--- src/rtl/issue_scheduler.sv ---
// issue_scheduler: instruction queue that issues the head when its ROB/RS/LSB resources have room.
// Optional blocked-issue counter enabled by defining ISSUE_STALL_CNT_EN.
module issue_scheduler #(
  parameter int QUEUE_DEPTH  = 8,
  parameter int QUEUE_ADDR_W = 3
) (
  input  logic        clk,
  input  logic        rst,
  input  logic        rdy,
  input  logic        flush,
  input  logic        fetch_valid,
  input  logic [31:0] fetch_instr,
  input  logic [31:0] fetch_addr,
  output logic        queue_full,
  input  logic        rob_full,
  input  logic        rs_full,
  input  logic        lsb_full,
  output logic        head_valid,
  output logic [31:0] instr_out,
  output logic [31:0] instr_addr_out,
  output logic        issue_out,
  output logic [31:0] stall_cycles
);
  localparam logic [QUEUE_ADDR_W:0] L_DEPTH = (QUEUE_ADDR_W+1)'(QUEUE_DEPTH);
  logic [31:0]             r_instr [QUEUE_DEPTH];
  logic [31:0]             r_addr  [QUEUE_DEPTH];
  logic [QUEUE_ADDR_W-1:0] r_head, r_tail;
  logic [QUEUE_ADDR_W:0]   r_count;
  logic                    w_is_mem, w_accept;
  assign head_valid     = r_count != '0;
  assign queue_full     = r_count == L_DEPTH;
  assign instr_out      = r_instr[r_head];
  assign instr_addr_out = r_addr[r_head];
  assign w_is_mem       = instr_out[6:0] == 7'b0000011 || instr_out[6:0] == 7'b0100011;
  assign issue_out      = rdy && !flush && head_valid && !rob_full && (w_is_mem ? !lsb_full : !rs_full);
  assign w_accept       = rdy && !flush && fetch_valid && r_count < L_DEPTH;
  always_ff @(posedge clk) begin
    if (rst) begin
      r_head  <= '0;
      r_tail  <= '0;
      r_count <= '0;
    end else if (rdy) begin
      if (flush) begin
        r_head  <= '0;
        r_tail  <= '0;
        r_count <= '0;
      end else begin
        if (w_accept) r_tail <= r_tail + 1'b1;
        if (issue_out) r_head <= r_head + 1'b1;
        r_count <= r_count + (QUEUE_ADDR_W+1)'(w_accept) - (QUEUE_ADDR_W+1)'(issue_out);
      end
    end
  end
  always_ff @(posedge clk) begin
    if (!rst && w_accept) begin
      r_instr[r_tail] <= fetch_instr;
      r_addr[r_tail]  <= fetch_addr;
    end
  end
`ifdef ISSUE_STALL_CNT_EN
  logic [31:0] r_stall;
  always_ff @(posedge clk) begin
    if (rst) r_stall <= '0;
    else if (rdy && !flush && head_valid && !issue_out && r_stall != '1) r_stall <= r_stall + 1'b1;
  end
  assign stall_cycles = r_stall;
`else
  assign stall_cycles = '0;
`endif
endmodule

--- config.mk ---
export PLATFORM = sky130hd
export DESIGN_NAME = issue_scheduler
export DESIGN_NICKNAME = d
export VERILOG_FILES = /design/src/rtl/issue_scheduler.sv
export SDC_FILE = /design/constraint.sdc
export NUM_CORES = 1
export LEC_CHECK = 0
export ABC_AREA = 1
export BUFFER_PORTS_ARGS = -buffer_cell sky130_fd_sc_hd__buf_2
export CORE_MARGIN = 2
export CORE_UTILIZATION = 40
export DETAILED_ROUTE_END_ITERATION = 8
export SLEW_MARGIN = 10
export SYNTH_ARGS = -nofsm -noshare
export SYNTH_HDL_FRONTEND = slang
export SYNTH_SLANG_ARGS = --single-unit
--- constraint.sdc ---
create_clock -name clk -period 4.6 [get_ports clk]
set_input_delay 0.69 -clock clk [delete_from_list [all_inputs] [get_ports clk]]
set_output_delay 0.69 -clock clk [all_outputs]
set_load 0.1 [all_outputs]
### Yosys cells after proc, flatten, opt, wreduce, memory -nomap -nowiden

Memory sizes are Yosys's and may differ from the RTL's. A register that Yosys moved wholly into a read port is not among the register bits.
Index checks and enable logic that the tools add are counted.

* flip-flop bits (word level): 10
* memory bits (writable): 512
* memories kept: 2

* $add $sub $neg: 4
* magnitude comparators: 1
* equality and inequality tests: 3
* mux-type cells: 12
* reduce and logical (&&, ||, !) cells: 18

Memories
* r_addr: words 8, bits a word 32, rd ports 1, clocked after Yosys merged registers in 1, wr ports 1, line 26 `logic [31:0] r_addr [QUEUE_DEPTH];`
* r_instr: words 8, bits a word 32, rd ports 1, clocked after Yosys merged registers in 1, wr ports 1, line 25 `logic [31:0] r_instr [QUEUE_DEPTH];`

Operators with widths (number)
* 3-bit two-way mux: 8
* 7-bit by 2-bit equality test with 1-bit output (second input constant): 1
* 7-bit by 6-bit equality test with 1-bit output (second input constant): 1
* 1-bit logical AND: 7
* 3-bit by 1-bit adder with 3-bit output (second input constant): 2
* 1-bit zero test: 5
* 4-bit by 1-bit adder with 4-bit output: 1
* 4-bit equality test (second input constant): 1
* 4-bit < comparator (second input constant): 1
* 4-bit two-way mux: 1
* 2-bit AND reduction: 2
* 2-bit nonzero test: 2
* 4-bit nonzero test: 1
* 4-bit by 1-bit subtractor with 4-bit output: 1
* 1-bit two-way mux: 3
* 1-bit logical OR: 1

### Longest topological paths before layout

* depth after elaboration: 9
* depth in mapped cells: 21
* mapped depth without buffers: 20

### Least setup slack after synthesis

Ideal clock, no wire load.

* kind: in2reg
* from: input port rdy
* to: memory r_addr[1][0] (enable)
* arrival time: 4.014 ns
* data required time: 4.114 ns
* setup slack: 0.100 ns
* stages on the path: 6
* buffers on the path: 0
* path through: inv_1 -> nor2_1 -> nand3_1 -> inv_1 -> nand3_1 -> nor2_1

* longest elaborated chain between the ends: 6

RTL lines
* start, declared: line 9 `input logic rdy,`
* 1-bit logical AND (3 in series): line 36 `assign w_accept = rdy && !flush && fetch_valid && r_count < L_DEPTH;`
* 1-bit logical AND: line 55 `if (!rst && w_accept) begin`
* 1-bit two-way mux: line 55
* 1-bit two-way mux (not written as such): line 57 `r_addr[r_tail] <= fetch_addr;`
* end, declared: line 26

No other way between the ends.

==> impl_metrics.py <==
metrics = {
    "grt": {
        "grt_pass1_wl_mm": 72.7,
        "grt_start_max_net_pins": 130,
        "grt_use_total_pct": 17.6,
        "grt_overflow": 0,
        "antenna_found_initial": 7,
        "grt_pass1_vias": 12407,
    },
    "final_layout": {
        "fin_cells": 2514,
        "nFillCells": 4561,
        "final_area_sq_um": 23900,
        "area_growth_pct": 14.6,
        "drive_gt1_share_pct": 13.7,
        "final_nets": 1869,
    },
    "drt": {
        "avgViaCountPerCell": 5.17,
        "drt-total-wl_mm": 47.7,
        "drt_iter0_drc": 1062,
        "first_pass_iters": 5,
        "drc": 0,
        "drtAntennaViolNets": 0,
        "wl_per_cell_um": 19.0,
        "vias": 13009,
    },
    "sta": {
        "final-hold-violation-count": 0,
        "final.setup.worst_slack_ns": 0.680,
        "rsz0062_at_grt": "false",
        "tightestPinTransition_ns": 0.849,
        "clock_skew_ns": 0.0196,
        "post-route-min-period_ns": 3.92,
        "slew_headroom_pct": 43.4,
        "fmax_mhz": 255,
        "setup_viol": 0,
        "fin_crit_sh_pct": 85.2,
        "drv_slew": 0,
        "fin_tns_setup_ns": 0,
    },
    "yosys": {
        "synth_top_area_cell": "edfxtp_1",
        "ys_ff_latch": 525,
        "synth_edf_count": 512,
        "yosys_most_used_dff": "edfxtp_1",
        "yosys_warnings": 0,
        "ys_seq_area_share_pct": 75.0,
        "synth_commonest_cells": "edfxtp_1 (512), nor2_1 (426), o21ai_0 (236)",
        "syn-cell-area_sq_um": 20800,
        "synth.avg_cell_area_sq_um": 12.5,
        "synth_area_leaders": "edfxtp_1 (74%), nor2_1 (7.7%), o21ai_0 (5.7%)",
        "async_reset_ff_share_pct": 0,
        "synth_top_cell_area_share_pct": 73.8,
        "yosysMostFrequentCell": "edfxtp_1",
        "postSynthCellCount": 1668,
        "synthDistinctLibCells": 27,
    },
    "worst_setup_path": {
        "max_stage_delay_ns": 0.55,
        "critical_path_buf_inv_count": 3,
        "crit_slowest_cell": "buf_4",
        "cp_top_family": "buffers and inverters",
        "crit_fanout": 44,
        "crit_chain": "inv_4 -> buf_4 -> o21ai_0 -> o22ai_1 -> nor2_1 -> a31oi_1 -> buf_2",
        "cp-end-kind": "output pin",
        "cp.required_ns": 3.91,
        "crit_type": "flop to output pin",
        "cp_data_arrival_time_ns": 3.23,
        "worstSetupStartpointType": "flop",
    },
    "clocking": {
        "clock_latency_ns": 0.60,
        "cts_buffers": 54,
        "cts_max_path_buffers": 3,
        "post_cts_buffers": 0,
        "cts_tree": "yes",
        "path_clk_slew_ns": 0.06,
        "ctsResizeCount": 0,
        "htree_levels": 2,
        "cts.sink_count": 525,
        "root_buffer": "clkbuf_16",
        "ctsHoldBuffers": 0,
    },
    "die": {
        "core_sq_um": 51400,
        "die_x_um": 232,
        "num_rows": 83,
        "ios": 171,
        "initial_core_util_pct": 40.5,
        "die_area_sq_um": 53900,
        "die_y_um": 232,
    },
    "power": {
        "power_mw": 9.91,
        "pwr-share-comb_pct": 6.1,
        "vdd_drop_max_mv": 0.324,
        "leakagePower_nw": 8.39,
        "seqPwrFrac_pct": 53.1,
        "p_sw_share_pct": 23.3,
        "p_int_mw": 7.61,
        "pwr-share-clk_pct": 40.8,
        "powerDensity_nw_per_um2": 415,
        "p_sw_mw": 2.31,
    },
    "worst_hold_path": {
        "hp-class": "primary input to flop",
    },
    "place": {
        "dp_cells": 2412,
        "numPortBuffers": 138,
        "dpl-instance-area_sq_um": 22200,
        "pre_cts_ws_ns": 1.26,
        "place_congestion": 0.790,
        "hpwlAfterDp_mm": 24.8,
    },
    "job": {
        "max_cap_violations": 0,
    },
    "status": {
        "status": "completed",
    },
}
per-layer routing:
metal | up-vias | track usage (%) | share of wire (%)
li1 | 6147 | - | -
met1 | 6399 | 24.6 | 45
met2 | 367 | 27.9 | 46
met3 | 84 | 3.06 | 5.9
met4 | 12 | 5.89 | 2.2
met5 | - | 0 | 0.13
registers in the layout, summed over array words and instances (netlist names), named ones only:
| signal | cells |
|---|---|
| r_addr | 256 |
| r_tail | 3 |
| r_instr | 256 |
| r_head | 3 |
| r_count | 4 |
final timing paths:
| path | to | from | slack, ns | depth (start not counted) |
|---|---|---|---|---|
| max | instr_addr_out[2] | flop | 0.68 | 7 |
| min | r_instr[1][20] | fetch_instr[20] | 0.35 | 1 |
| max reg2reg | r_count[2] | flop | 1.31 | 17 |
| min reg2reg | r_tail[0] | r_tail[0] | 0.51 | 2 |
power by group through the flow:
stage	combinational, mW	clock (mW)	sequential (mW)
6_report	0.604	4.05	5.27
5_1_grt	0.634	4.31	5.26
4_1_cts	0.608	4.15	5.26
3_5_place_dp	0.607	0	5.37
3_3_place_gp	0.601	0	5.37
2_1_floorplan	0.466	0	5.37
layout by cell type (no fill, tap or decap), types with 13 or more instances in the layout:
master and instances:
clkinv_1 15, nand3_1 36, edfxtp_1 512, a31oi_1 58, clkbuf_1 13, buf_4 15, nor2_1 418, buf_2 138
conb_1 32, nand2_1 111, inv_1 57, o21ai_0 236, clkbuf_16 54, o22ai_1 58
kinds of logic (layout without fill, tap and decap cells):
kind of cell / Yosys count / count (layout) / share of synthesized area (%)
compound gates: 366 / 366 / 9.54
simple gates: 577 / 577 / 10.7
fa+ha+maj: 9 / 9 / 0.576
flops: 525 / 525 / 75.0
buf+inv: 190 / 324 / 4.15
other cells: 1 / 33 / 0.0180
stage by stage:
stage,util [%],hold WS [ns]
floorplan,-,0.449
global placement,43.3,0.487
detailed placement,43.3,0.505
CTS,46.4,0.313
global route,46.4,0.340
finish,46.5,0.350
layout make-up:
class	count	area, sq um	share of cell area (%)
inverter	60	235	0.985
sequential	525	15600	65.5
antenna	1	2.50	0.0105
clock buffer	67	1400	5.86
multi-input combinational	984	4510	18.9
timing repair buffer	163	1000	4.20
tap	680	851	3.56
clock inverter	34	230	0.964
Note: power is estimated with default switching activity, not from simulation.
